--- src/rtl/spm_access_ctrl_if.sv ---
// Request/response and scratchpad-memory signal bundle for spm_access_ctrl.
// master = pipeline + SPM side, slave = the access controller.
interface spm_access_ctrl_if;
  logic        req_;
  logic        req_rw;
  logic [13:0] req_addr;
  logic [1:0]  req_size;
  logic        req_signed;
  logic [31:0] req_wr_data;
  logic        busy;
  logic        ack;
  logic        err;
  logic [31:0] rd_data;
  logic [11:0] spm_addr;
  logic        spm_as_;
  logic        spm_rw;
  logic [31:0] spm_wr_data;
  logic [31:0] spm_rd_data;

  modport master (
    output req_, req_rw, req_addr, req_size, req_signed, req_wr_data, spm_rd_data,
    input  busy, ack, err, rd_data, spm_addr, spm_as_, spm_rw, spm_wr_data
  );

  modport slave (
    input  req_, req_rw, req_addr, req_size, req_signed, req_wr_data, spm_rd_data,
    output busy, ack, err, rd_data, spm_addr, spm_as_, spm_rw, spm_wr_data
  );
endinterface

--- src/rtl/spm_access_ctrl.sv ---
// Scratchpad access controller: single-outstanding loads/stores, word load 2 cycles, word store 1, sub-word store (RMW) 3.
// Requests arriving while busy are dropped; SPM_ACCESS_SUBWORD_EN enables byte/halfword access.
module spm_access_ctrl (
  input logic              clk,
  input logic              rst_,
  spm_access_ctrl_if.slave bus
);

`ifdef SPM_ACCESS_SUBWORD_EN
  typedef enum logic [1:0] {IDLE, LD_WAIT, RMW_RD, RMW_WR} state_t;
`else
  typedef enum logic [0:0] {IDLE, LD_WAIT} state_t;
`endif

  state_t      state_q, state_d;
  logic        pend_q, pend_d;
  logic        is_ld_q, is_ld_d;
  logic        ack_q, ack_d;
  logic        err_q, err_d;
  logic        as_q, as_d;
  logic        rw_q, rw_d;
  logic [31:0] rd_q, rd_d;
  logic [31:0] wdat_q, wdat_d;
  logic [11:0] addr_q, addr_d;
  logic        illegal;

`ifdef SPM_ACCESS_SUBWORD_EN
  logic [1:0]  lane_q, lane_d;
  logic [1:0]  size_q, size_d;
  logic        sgn_q, sgn_d;

  function automatic logic [31:0] load_extract(input logic [31:0] w, input logic [1:0] lane,
                                               input logic [1:0] size, input logic sgn);
    logic [31:0] sh;
    logic [7:0]  b;
    logic [15:0] h;
    sh = w >> {lane, 3'b000};
    b  = sh[7:0];
    h  = lane[1] ? w[31:16] : w[15:0];
    case (size)
      2'b00:   return {{24{sgn & b[7]}}, b};
      2'b01:   return {{16{sgn & h[15]}}, h};
      default: return w;
    endcase
  endfunction

  function automatic logic [31:0] store_merge(input logic [31:0] w, input logic [15:0] d,
                                              input logic [1:0] lane, input logic [1:0] size);
    logic [31:0] m;
    m = w;
    if (size == 2'b00)
      m[{lane, 3'b000} +: 8] = d[7:0];
    else
      m[{lane[1], 4'b0000} +: 16] = d;
    return m;
  endfunction

  always_comb begin
    illegal = 1'b0;
    case (bus.req_size)
      2'b00:   illegal = 1'b0;
      2'b01:   illegal = bus.req_addr[0];
      2'b10:   illegal = |bus.req_addr[1:0];
      default: illegal = 1'b1;
    endcase
  end
`else
  logic unused_ok;
  assign unused_ok = &{1'b0, bus.req_signed};

  always_comb begin
    illegal = (bus.req_size != 2'b10) || (|bus.req_addr[1:0]);
  end
`endif

  // Word stores reuse LD_WAIT with pend clear, so they complete one cycle after the strobe.
  always_comb begin
    state_d = state_q;
    pend_d  = pend_q;
    is_ld_d = is_ld_q;
    ack_d   = 1'b0;
    err_d   = 1'b0;
    as_d    = 1'b1;
    rw_d    = rw_q;
    rd_d    = rd_q;
    wdat_d  = wdat_q;
    addr_d  = addr_q;
`ifdef SPM_ACCESS_SUBWORD_EN
    lane_d  = lane_q;
    size_d  = size_q;
    sgn_d   = sgn_q;
`endif
    case (state_q)
      IDLE: begin
        if (!bus.req_) begin
          if (illegal) begin
            err_d = 1'b1;
          end else begin
            addr_d  = bus.req_addr[13:2];
            is_ld_d = bus.req_rw;
`ifdef SPM_ACCESS_SUBWORD_EN
            lane_d  = bus.req_addr[1:0];
            size_d  = bus.req_size;
            sgn_d   = bus.req_signed;
`endif
            if (bus.req_rw) begin
              as_d    = 1'b0;
              rw_d    = 1'b1;
              pend_d  = 1'b1;
              state_d = LD_WAIT;
            end
`ifdef SPM_ACCESS_SUBWORD_EN
            else if (bus.req_size != 2'b10) begin
              // store data parks in the write-data register until the merge
              as_d    = 1'b0;
              rw_d    = 1'b1;
              pend_d  = 1'b1;
              wdat_d  = bus.req_wr_data;
              state_d = RMW_RD;
            end
`endif
            else begin
              as_d    = 1'b0;
              rw_d    = 1'b0;
              pend_d  = 1'b0;
              wdat_d  = bus.req_wr_data;
              state_d = LD_WAIT;
            end
          end
        end
      end
      LD_WAIT: begin
        if (pend_q) begin
          pend_d = 1'b0;
        end else begin
          ack_d   = 1'b1;
          state_d = IDLE;
          if (is_ld_q) begin
`ifdef SPM_ACCESS_SUBWORD_EN
            rd_d = load_extract(bus.spm_rd_data, lane_q, size_q, sgn_q);
`else
            rd_d = bus.spm_rd_data;
`endif
          end
        end
      end
`ifdef SPM_ACCESS_SUBWORD_EN
      RMW_RD: begin
        if (pend_q) begin
          pend_d = 1'b0;
        end else begin
          wdat_d  = store_merge(bus.spm_rd_data, wdat_q[15:0], lane_q, size_q);
          as_d    = 1'b0;
          rw_d    = 1'b0;
          state_d = RMW_WR;
        end
      end
      RMW_WR: begin
        ack_d   = 1'b1;
        state_d = IDLE;
      end
`endif
      default: state_d = IDLE;
    endcase
  end

  always_ff @(posedge clk or negedge rst_) begin
    if (!rst_) begin
      state_q <= IDLE;
      pend_q  <= 1'b0;
      is_ld_q <= 1'b0;
      ack_q   <= 1'b0;
      err_q   <= 1'b0;
      as_q    <= 1'b1;
      rw_q    <= 1'b1;
      rd_q    <= '0;
      wdat_q  <= '0;
      addr_q  <= '0;
`ifdef SPM_ACCESS_SUBWORD_EN
      lane_q  <= '0;
      size_q  <= '0;
      sgn_q   <= 1'b0;
`endif
    end else begin
      state_q <= state_d;
      pend_q  <= pend_d;
      is_ld_q <= is_ld_d;
      ack_q   <= ack_d;
      err_q   <= err_d;
      as_q    <= as_d;
      rw_q    <= rw_d;
      rd_q    <= rd_d;
      wdat_q  <= wdat_d;
      addr_q  <= addr_d;
`ifdef SPM_ACCESS_SUBWORD_EN
      lane_q  <= lane_d;
      size_q  <= size_d;
      sgn_q   <= sgn_d;
`endif
    end
  end

  assign bus.busy        = (state_q != IDLE);
  assign bus.ack         = ack_q;
  assign bus.err         = err_q;
  assign bus.rd_data     = rd_q;
  assign bus.spm_addr    = addr_q;
  assign bus.spm_as_     = as_q;
  assign bus.spm_rw      = rw_q;
  assign bus.spm_wr_data = wdat_q;

endmodule

--- src/flat_wrapper.sv ---
// flat-port wrapper written by rule: the top's interface ports become plain ports
module spm_access_ctrl_flat 
  (clk, rst_, bus_req_, bus_req_rw, bus_req_addr, bus_req_size, bus_req_signed, bus_req_wr_data, bus_spm_rd_data, bus_busy, bus_ack, bus_err, bus_rd_data, bus_spm_addr, bus_spm_as_, bus_spm_rw, bus_spm_wr_data);
  spm_access_ctrl_if bus_i ();
  input logic clk;
  input logic rst_;
  input wire logic [$bits(bus_i.req_)-1:0] bus_req_;
  input wire logic [$bits(bus_i.req_rw)-1:0] bus_req_rw;
  input wire logic [$bits(bus_i.req_addr)-1:0] bus_req_addr;
  input wire logic [$bits(bus_i.req_size)-1:0] bus_req_size;
  input wire logic [$bits(bus_i.req_signed)-1:0] bus_req_signed;
  input wire logic [$bits(bus_i.req_wr_data)-1:0] bus_req_wr_data;
  input wire logic [$bits(bus_i.spm_rd_data)-1:0] bus_spm_rd_data;
  output wire logic [$bits(bus_i.busy)-1:0] bus_busy;
  output wire logic [$bits(bus_i.ack)-1:0] bus_ack;
  output wire logic [$bits(bus_i.err)-1:0] bus_err;
  output wire logic [$bits(bus_i.rd_data)-1:0] bus_rd_data;
  output wire logic [$bits(bus_i.spm_addr)-1:0] bus_spm_addr;
  output wire logic [$bits(bus_i.spm_as_)-1:0] bus_spm_as_;
  output wire logic [$bits(bus_i.spm_rw)-1:0] bus_spm_rw;
  output wire logic [$bits(bus_i.spm_wr_data)-1:0] bus_spm_wr_data;
  assign bus_i.req_ = bus_req_;
  assign bus_i.req_rw = bus_req_rw;
  assign bus_i.req_addr = bus_req_addr;
  assign bus_i.req_size = bus_req_size;
  assign bus_i.req_signed = bus_req_signed;
  assign bus_i.req_wr_data = bus_req_wr_data;
  assign bus_i.spm_rd_data = bus_spm_rd_data;
  assign bus_busy = bus_i.busy;
  assign bus_ack = bus_i.ack;
  assign bus_err = bus_i.err;
  assign bus_rd_data = bus_i.rd_data;
  assign bus_spm_addr = bus_i.spm_addr;
  assign bus_spm_as_ = bus_i.spm_as_;
  assign bus_spm_rw = bus_i.spm_rw;
  assign bus_spm_wr_data = bus_i.spm_wr_data;
  spm_access_ctrl u_core (.clk(clk), .rst_(rst_), .bus(bus_i));
endmodule
--- config.mk ---
export PLATFORM = sky130hd
export DESIGN_NAME = spm_access_ctrl_flat
export DESIGN_NICKNAME = d
export VERILOG_FILES = /design/src/rtl/spm_access_ctrl_if.sv /design/src/rtl/spm_access_ctrl.sv /design/src/flat_wrapper.sv
export SDC_FILE = /design/constraint.sdc
export NUM_CORES = 1
export LEC_CHECK = 0
export BUFFER_PORTS_ARGS = -buffer_cell sky130_fd_sc_hd__buf_4
export CAP_MARGIN = 20
export CORE_MARGIN = 2
export CORE_UTILIZATION = 45
export DETAILED_ROUTE_END_ITERATION = 10
export PLACE_DENSITY = 0.79
export SYNTH_ARGS = -nofsm -noshare
export SYNTH_HDL_FRONTEND = slang
export SYNTH_SLANG_ARGS = --single-unit
--- constraint.sdc ---
create_clock -name clk -period 1.9 [get_ports clk]
set_input_delay 0.38 -clock clk [delete_from_list [all_inputs] [get_ports clk]]
set_output_delay 0.38 -clock clk [all_outputs]
set_load 0.02 [all_outputs]
==> results of run 1 <==
[timing repair]
action                    CTS  global route
hold endpoints to repair   10             0
buffers inserted            0             0
hold buffers                1             0
[layer usage]
layer  wire [um]  vias up  global-route usage  share of wire
met4          91        0             0.07163          0.013
met5           0        -                   0              0
met2        3711       94              0.3148           0.53
li1            -      983                   -              -
met3         673        7             0.06343          0.096
met1        2545     1031              0.2033           0.36
[final cells by class]
| class | instances | area, um2 | area share |
|---|---|---|---|
| clock buffers | 11 | 151.4 | 0.03148 |
| clock inverters | 5 | 35.03 | 0.007284 |
| well taps | 96 | 120.1 | 0.02497 |
| flip-flops and latches | 83 | 2079 | 0.4324 |
| multi-input cells | 91 | 1092 | 0.2271 |
| repair buffers | 172 | 1331 | 0.2768 |
[registers in the layout (all words and copies together) (netlist names)]
signal and cells:
u_core.bus.ack 1, u_core.bus.busy 1, u_core.bus.spm_rw 1, u_core.bus.spm_wr_data 32, u_core.bus.spm_as_ 1, u_core.bus.spm_addr 12, u_core.pend_q 1, u_core.bus.rd_data 32
u_core.bus.err 1, u_core.is_ld_q 1
[cells in the mapped netlist, drive strengths merged]
cell    number
nor4b        1
nand3b       1
dfrtp       81
nor3         1
nor2b        2
nand2        4
nand3        1
a21bo        2
dfstp        2
nand2b       1
mux2        76
buf          7
nor2         1
o21ai        1
[cells by family (layout without fill, tap and decap cells)]
logic type / count (synthesis) / in the layout / synth area share
buffers and inverters: 7 / 188 / 0.01858
AND/OR/NAND/NOR: 12 / 12 / 0.03058
multiplexers: 76 / 76 / 0.2997
AO/OA/AOI/OAI: 3 / 3 / 0.007742
flip-flops: 83 / 83 / 0.6434
[layout by cell type (no fill, tap or decap)]
cell type / instances
a21bo_2: 2
buf_4: 168
nor2_1: 1
nor3_1: 1
mux2_4: 30
mux2_2: 46
nor4b_4: 1
buf_12: 3
dfstp_2: 2
dfrtp_1: 81
clkinv_4: 1
clkinv_2: 2
clkbuf_8: 11
nand2b_1: 1
inv_6: 1
nand2_1: 3
nor2b_1: 2
o21ai_0: 1
nand3b_4: 1
nand2_4: 1
dlygate4sd3_1: 1
clkinvlp_4: 1
nand3_1: 1
[metrics by stage]
stage / hold WS (ns) / power, mW
2_1_floorplan: 0.08441 / 2.758
3_3_place_gp: 0.3681 / 3.348
3_5_place_dp: 0.3729 / 3.389
4_1_cts: 0.2046 / 4.555
5_1_grt: 0.2114 / 4.712
6_report: 0.2175 / 4.490
[report_power, final]
group | switching (mW) | internal (mW) | total [mW]
combinational | 0.539 | 0.655 | 1.19
clock | 0.599 | 0.549 | 1.15
sequential | 0.138 | 2.01 | 2.15
total | 1.28 | 3.21 | 4.49
[worst paths after layout]
check | to
setup reg to reg | u_core.bus.spm_wr_data[27]$_DFFE_PN0P_
min in group asynchronous | u_core.bus.rd_data[25]$_DFFE_PN0P_
hold reg to reg | u_core.bus.ack$_DFF_PN0_
hold / removal | u_core.bus.err$_DFF_PN0_
setup / recovery | u_core.bus.spm_wr_data[27]$_DFFE_PN0P_
max in group asynchronous | u_core.bus.spm_as_$_DFF_PN1_
==> impl_metrics.ini, run 1 <==
[run_status]
status = completed

[critical_path]
critPathLaunch = u_core.bus.busy$_DFF_PN0_
reg2reg_slack_ns = 0.37
cp.required_ns = 2.12
path_buf_inv = 1
path_max_fanout = 22
critical_path.max_stage_delay_ns = 0.43
crit_chain = nor2_1 -> nand3b_4 -> buf_12 -> mux2_4
cp.depth = 4
crit_arrival_ns = 1.74
critical-path-top-delay-family = flip-flops
critPathSlowestCell = dfrtp_1
r2r_start = u_core.bus.busy$_DFF_PN0_
worst-setup-path-type = reg2reg
reg2reg_depth = 4
cp-start-kind = flip-flop
end_kind = flip-flop

[placement]
routabilityCongestion = 0.7046
dp_hpwl_um = 5395
place_inst = 441
place_area_um2 = 4613
place_ws_ns = 0.1519
port_buffers = 164

[final_layout]
final_util = 0.7002
final_nets = 442
drive_gt1_frac = 0.7459
instances_no_fill = 458
stdcell_area_um2 = 4810
antenna_cells = 0
area_delta_synth_final_pct = 48.82
nFillCells = 501

[grt]
grt_pass1_wl_um = 10610
grt_use_total = 0.1811
antenna_found_initial = 0
grt_overflow = 0
grt_pass1_vias = 2256
grt_max_degree = 37

[min_path]
whs_path_depth = 2
worstHoldStart = bus_req_
hold_class = in2reg

[pwr]
leakagePower_nw = 2.530
irDropWorstVdd_mv = 0.5432
p_per_area_nw_per_um2 = 933.6

[sta]
setup_tns_ns = 0
finalCriticalPeriod_ns = 1.528
finalCritPeriodShare = 0.8042
slew_headroom = 0.6864
finalHoldViolCount = 0
setup_ws_ns = 0.3719
worst_pin_slew_ns = 0.4704
rsz0062_at_grt = no
timing.fmax_ghz = 0.6544
finalSetupViolations = 0
drv_slew = 0
finClkSkew_ns = 0.007030

[routing]
ant_nets = 0
num_vias = 2115
wl_per_cell_um = 15.33
drt_iter0_drc = 85
drcViolationCount = 0
drt_first_pass_iters = 4
viasPerCell = 4.618
wirelength_um = 7021

[floorplan]
core_area_um2 = 6869
fp.dieArea_um2 = 7876
start_util = 0.4705
fp.dieW_um = 88.75
io_pins = 166
rows = 30
die_y_um = 88.75

[clock_network]
cts-root-buf = clkbuf_8
cts_buffers = 9
cts_sinks = 83
cts_tree = built
insertion_delay_ns = 0.33
clk_path_buf_depth = 2
path_clk_slew_ns = 0.08
ctsResizeCount = 0
ctsHtreeMaxLevel = 3

[logic_synthesis]
netlist_instances = 181
synthDistinctLibCells = 17
synth_seq_area_share = 0.6434
netlist.area_leader.share = 0.6272
yosysTopAreaCell = dfrtp_1
syn_area_um2 = 3232
yosysWarnings = 0
avgSynthCellArea_um2 = 17.86
synth_area_leaders = dfrtp_1 (63%), mux2_2 (16%), mux2_4 (14%)
synth_fp_nets = 266
synth-seq-cells = 83

[job]
maxCapViolCount = 0
Power figures use the tool's default switching activity.
==> inputs of run 2 (changes only) <==
Settings changed: ABC_AREA set to 1, CORE_UTILIZATION 45 to 46, PLACE_DENSITY 0.79 to 0.8.
Clock period 1.9 ns to 1.55 ns, I/O delays scaled along.
==> run 2 against run 1 <==
  * Critical path depth increased by 1
  * Design area increased by 3.4%
  * Die area rose by 3.7%
  * Clock power up 63%
  * Power is 100% higher
  * Sequential power is 60% higher
  * Wire length rose by 23%
  * Flip-flop and latch count unchanged
==> impl_metrics.ini, run 2 <==
[run_status]
status = completed

[critical_path]
worst-setup-path-type = reg2reg
reg2reg_depth = 5
cp-start-kind = flip-flop
path_max_fanout = 25
reg2reg_slack_ns = 0.22
reg2reg_to = u_core.bus.rd_data[21]$_DFFE_PN0P_
crit_arrival_ns = 1.61
cp.required_ns = 1.83
r2r_start = u_core.bus.busy$_DFF_PN0_
end_kind = flip-flop

[logic_synthesis]
avgSynthCellArea_um2 = 9.429
synth_async_sr_flop_share = 1.000
yosysTopAreaCell = dfrtp_1
synth_ff_type = dfrtp_1
netlist_instances = 364
syn_area_um2 = 3432
yosysWarnings = 0
synth.most_common_cell = nand2_1
synth_seq_area_share = 0.6059
netlist.area_leader.share = 0.5906
synth-edff-count = 0
synth_area_leaders = dfrtp_1 (59%), nand2_1 (17%), nand3_1 (6.7%)
synth_fp_nets = 449
synth.top_cells.by_count = nand2_1 (158), dfrtp_1 (81), nand3_1 (46)
synth-seq-cells = 83
synthDistinctLibCells = 21

[clock_network]
ctsHtreeMaxLevel = 3
insertion_delay_ns = 0.33
cts_buffers = 9
cts-root-buf = clkbuf_8
cts_tree = built
path_clk_slew_ns = 0.09
clk_path_buf_depth = 2
cts_sinks = 83

[floorplan]
fp.dieArea_um2 = 8168
die_y_um = 90.38
fp.dieW_um = 90.38
core_area_um2 = 7253
io_pins = 166
rows = 31
start_util = 0.4732

[sta]
worst_pin_slew_ns = 0.4239
finalSetupViolations = 0
setup_ws_ns = 0.2172
finalCriticalPeriod_ns = 1.333
drv_slew = 0
finClkSkew_ns = 0.01090
timing.fmax_ghz = 0.7503
hold-worst-slack_ns = 0.1638
finalCritPeriodShare = 0.8599
slew_headroom = 0.7174
setup_tns_ns = 0
finalHoldViolCount = 0
rsz0062_at_grt = no

[final_layout]
drive_gt1_frac = 0.3830
mostFrequentLayoutCells = buf_4 (173), nand2_1 (158), dfrtp_1 (81), nand3_1 (46), nand4_1 (32)
final_nets = 610
final_common_cell = buf_4
antenna_cells = 0
area_delta_synth_final_pct = 44.95
instances_no_fill = 629
final_util = 0.6859
nFillCells = 580
stdcell_area_um2 = 4975

[placement]
place_ws_ns = 0.05539
port_buffers = 164
routabilityCongestion = 0.7667
place_inst = 612
place_area_um2 = 4712
dp_hpwl_um = 6143

[routing]
num_vias = 3120
drcViolationCount = 0
ant_nets = 0
drt_first_pass_iters = 4
wirelength_um = 8657
viasPerCell = 4.960
drt_iter0_drc = 111
wl_per_cell_um = 13.76

[grt]
grt-busiest-layer = met2
grt_use_total = 0.2189
grt_use_met3 = 0.06010
antenna_found_initial = 0
grt_pass1_wl_um = 14680
grtUsageMet1 = 0.2875
grt_pass1_vias = 3120
grt_overflow = 0
grtUsageMet2 = 0.3622
grt_max_degree = 34

[min_path]
whs_path_depth = 2
min_to = u_core.bus.err$_DFF_PN0_
hold_class = in2reg
worstHoldStart = bus_req_

[pwr]
p_per_area_nw_per_um2 = 1838
leakagePower_nw = 2.782
finalPower_mw = 9.144
irDropWorstVdd_mv = 0.8312

[job]
maxCapViolCount = 0
## run 2: cell types whose count changed after synthesis, sizes merged, moves of 2 or more
| cell | delta |
|---|---|
| nand3 | +45 |
| nand2 | +157 |
| nor2 | +4 |
| inv | +6 |
| nand4 | +33 |
| buf | +17 |
| nor2b | -2 |
| a21bo | -2 |
| mux2 | -76 |
| clkbuf | +3 |
## run 2: final cells by class
type / instances / area, um2 / share of cell area
Sequential cell: 83 / 2079 / 0.4180
Clock buffer: 9 / 123.9 / 0.02490
Multi-Input combinational cell: 248 / 1132 / 0.2276
Timing Repair Buffer: 177 / 1369 / 0.2752
Inverter: 6 / 22.52 / 0.004527
Tap cell: 99 / 123.9 / 0.02490
Clock inverter: 7 / 123.9 / 0.02490
## run 2: per-layer routing
metal	up-vias	part of all wire
met5	-	0
met4	0	0.0024
met3	2	0.086
met2	135	0.49
met1	1473	0.43
li1	1510	-
## run 2: critical path: stages, from the launching register on
cell and delay, ns:
dfrtp_1 0.46, inv_2 0.11, nor2_8 0.19, buf_4 0.31, nand3_1 0.13, nand2_1 0.09
## run 2: timing repair
| action | 4_1_cts | 5_1_grt |
|---|---|---|
| resized for setup | 0 | 1 |
| buffers inserted | 0 | 0 |
| setup endpoints to repair | 0 | 32 |
| hold endpoints to repair | 28 | 0 |
| hold buffers | 1 | 0 |
## run 2: worst max-delay path by stage
stage | slack (ns) | cells past startpoint | from | endpoint
after floorplan | 0.34 | 5 | u_core.bus.busy$_DFF_PN0_ | u_core.bus.spm_wr_data[0]$_DFFE_PN0P_
after global placement | 0.11 | 5 | u_core.bus.busy$_DFF_PN0_ | u_core.bus.rd_data[21]$_DFFE_PN0P_
after detailed placement | 0.06 | 5 | u_core.bus.busy$_DFF_PN0_ | u_core.bus.rd_data[26]$_DFFE_PN0P_
after CTS | 0.05 | 5 | u_core.bus.busy$_DFF_PN0_ | u_core.bus.rd_data[26]$_DFFE_PN0P_
after global routing | 0.07 | 5 | u_core.bus.busy$_DFF_PN0_ | u_core.bus.rd_data[7]$_DFFE_PN0P_
final | 0.22 | 5 | u_core.bus.busy$_DFF_PN0_ | u_core.bus.rd_data[21]$_DFFE_PN0P_
## run 2: kinds of logic (layout without fill, tap and decap cells)
group                  count (synthesis)  count (layout)  share of synthesized area
buffers and inverters                 33             199                    0.06708
flip-flops                            83              83                     0.6059
AND/OR/NAND/NOR                      247             247                     0.3256
AO/OA/AOI/OAI                          1               1                   0.001457
## run 2: power by group
part | switching (mW) | leakage [nW] | internal [mW]
Clock | 0.793 | 0.126 | 1.09
Combinational | 2.28 | 1.61 | 1.55
Sequential | 0.456 | 1.04 | 2.97
==> inputs of run 3 (changes only) <==
Settings changed: GPL_TIMING_DRIVEN set to 0.
==> run 3 against run 2 <==
  * Power down 4.1%
  * Design area up 0.73%
  * Cell count is 2.5% higher
==> impl_metrics.ini, run 3 (synthesis gave the netlist of run 2 again) <==
[sta]
rsz0062_at_grt = no
setup_tns_ns = 0
finalHoldViolCount = 0
timing.fmax_ghz = 0.7490
drv_slew = 0
finalSetupViolations = 0
finalCritPeriodShare = 0.8614
worst_pin_slew_ns = 0.4436
slew_headroom = 0.7043
finalCriticalPeriod_ns = 1.335
finClkSkew_ns = 0.01251

[pwr]
sw_frac_of_total = 0.4058
p_clk_frac = 0.165
switching_power_mw = 3.557
power_frac_comb = 0.443
p_per_area_nw_per_um2 = 1749
cell_internal_pwr_mw = 5.208
leakagePower_nw = 2.794
irDropWorstVdd_mv = 0.6733
power_frac_seq = 0.391

[clock_network]
cts-root-buf = clkbuf_8
ctsHtreeMaxLevel = 3
cts_setup_buffers = 0
insertion_delay_ns = 0.35
cts_sinks = 83
cts_buffers = 9
clk_path_buf_depth = 2
cts_tree = built
path_clk_slew_ns = 0.09
ctsResizeCount = 0

[critical_path]
crit_arrival_ns = 1.03
critPathSlowestCell = dfstp_2
cp.required_ns = 1.24
reg2reg_slack_ns = 0.28
end_kind = primary output
path_buf_inv = 1
cp-start-kind = flip-flop
path_max_fanout = 2
crit_chain = buf_4
worst-setup-path-type = reg2out
critical-path-top-delay-family = flip-flops
critical_path.max_stage_delay_ns = 0.54

[routing]
wirelength_um = 8879
drt_first_pass_iters = 4
ant_nets = 0
viasPerCell = 4.888
drt_iter0_drc = 170
drcViolationCount = 0
num_vias = 3153
wl_per_cell_um = 13.77

[placement]
routabilityCongestion = 0.7679
place_area_um2 = 4787
port_buffers = 164
dp_hpwl_um = 6366

[floorplan]
io_pins = 166
rows = 31
fp.dieW_um = 90.38
fp.dieArea_um2 = 8168
core_area_um2 = 7253
die_y_um = 90.38
start_util = 0.4732

[run_status]
status = completed

[job]
maxCapViolCount = 0

[grt]
grt_max_degree = 84
grt_pass1_wl_um = 14720
grt_pass1_vias = 3036
antenna_found_initial = 0
grt_overflow = 0
grt_use_total = 0.2227

[final_layout]
area_delta_synth_final_pct = 46.01
stdcell_area_um2 = 5011
mostFrequentLayoutCells = buf_4 (167), nand2_1 (158), dfrtp_1 (81), nand3_1 (46), nand4_1 (32)
antenna_cells = 0
nFillCells = 589
drive_gt1_frac = 0.3956
final_common_cell = buf_4
final_nets = 626

[min_path]
hold_class = in2reg
-- run 3: layer usage --
metal	vias to the layer above	global-route usage	routed length, um	part of all wire
met5	-	0	0	0
met4	0	0.08974	176	0.020
met3	15	0.05760	738	0.083
met2	135	0.3477	4143	0.47
met1	1461	0.2988	3821	0.43
li1	1542	-	-	-
-- run 3: power groups by stage --
| stage | Clock, mW | Sequential (mW) | Combinational, mW |
|---|---|---|---|
| floorplan | 0 | 4.41 | 1.11 |
| global placement | 0 | 3.42 | 3.85 |
| detailed placement | 0 | 3.45 | 3.92 |
| CTS | 1.49 | 3.42 | 3.92 |
| global route | 1.58 | 3.52 | 4.20 |
| finish | 1.45 | 3.43 | 3.89 |
-- run 3: area by class of cell --
cell class | instances | area [um2] | share of cell area
flip-flops and latches | 83 | 2079 | 0.4150
well taps | 99 | 123.9 | 0.02472
repair buffers | 166 | 1269 | 0.2532
clock buffers | 10 | 137.6 | 0.02747
inverters | 6 | 22.52 | 0.004494
clock inverters | 6 | 48.80 | 0.009738
plain buffers | 27 | 207.7 | 0.04145
multi-input cells | 248 | 1122 | 0.2240
-- run 3: path summary, 6_finish.rpt --
path,startpoint,cells past startpoint,to
setup / recovery,u_core.bus.spm_rw$_DFFE_PN1P_,1,bus_spm_rw
max in group asynchronous,rst_,3,u_core.bus.spm_rw$_DFFE_PN1P_
min in group asynchronous,rst_,2,u_core.bus.rd_data[9]$_DFFE_PN0P_
setup reg to reg,u_core.bus.busy$_DFF_PN0_,5,u_core.bus.spm_wr_data[30]$_DFFE_PN0P_
hold reg to reg,u_core.bus.spm_rw$_DFFE_PN1P_,2,u_core.bus.spm_rw$_DFFE_PN1P_
hold / removal,bus_req_,2,u_core.bus.err$_DFF_PN0_
-- run 3: repair_timing --
action                     in CTS  in global routing
setup endpoints to repair       0                  0
hold buffers                    0                  1
hold endpoints to repair        0                  9
-- run 3: metrics by stage --
stage | setup slack, ns | total power, mW | utilization | std cells | hold WS (ns)
CTS | 0.1961 | 8.833 | 0.6857 | 643 | 0.1088
detailed placement | 0.2578 | 7.368 | 0.6600 | 627 | 0.4593
global route | 0.1567 | 9.299 | 0.6909 | 645 | 0.1140
global placement | 0.3084 | 7.271 | 0.6600 | 627 | 0.4545
floorplan | 0.3362 | 5.523 | - | 364 | 0.01441
finish | 0.2149 | 8.765 | 0.6909 | 645 | 0.1271
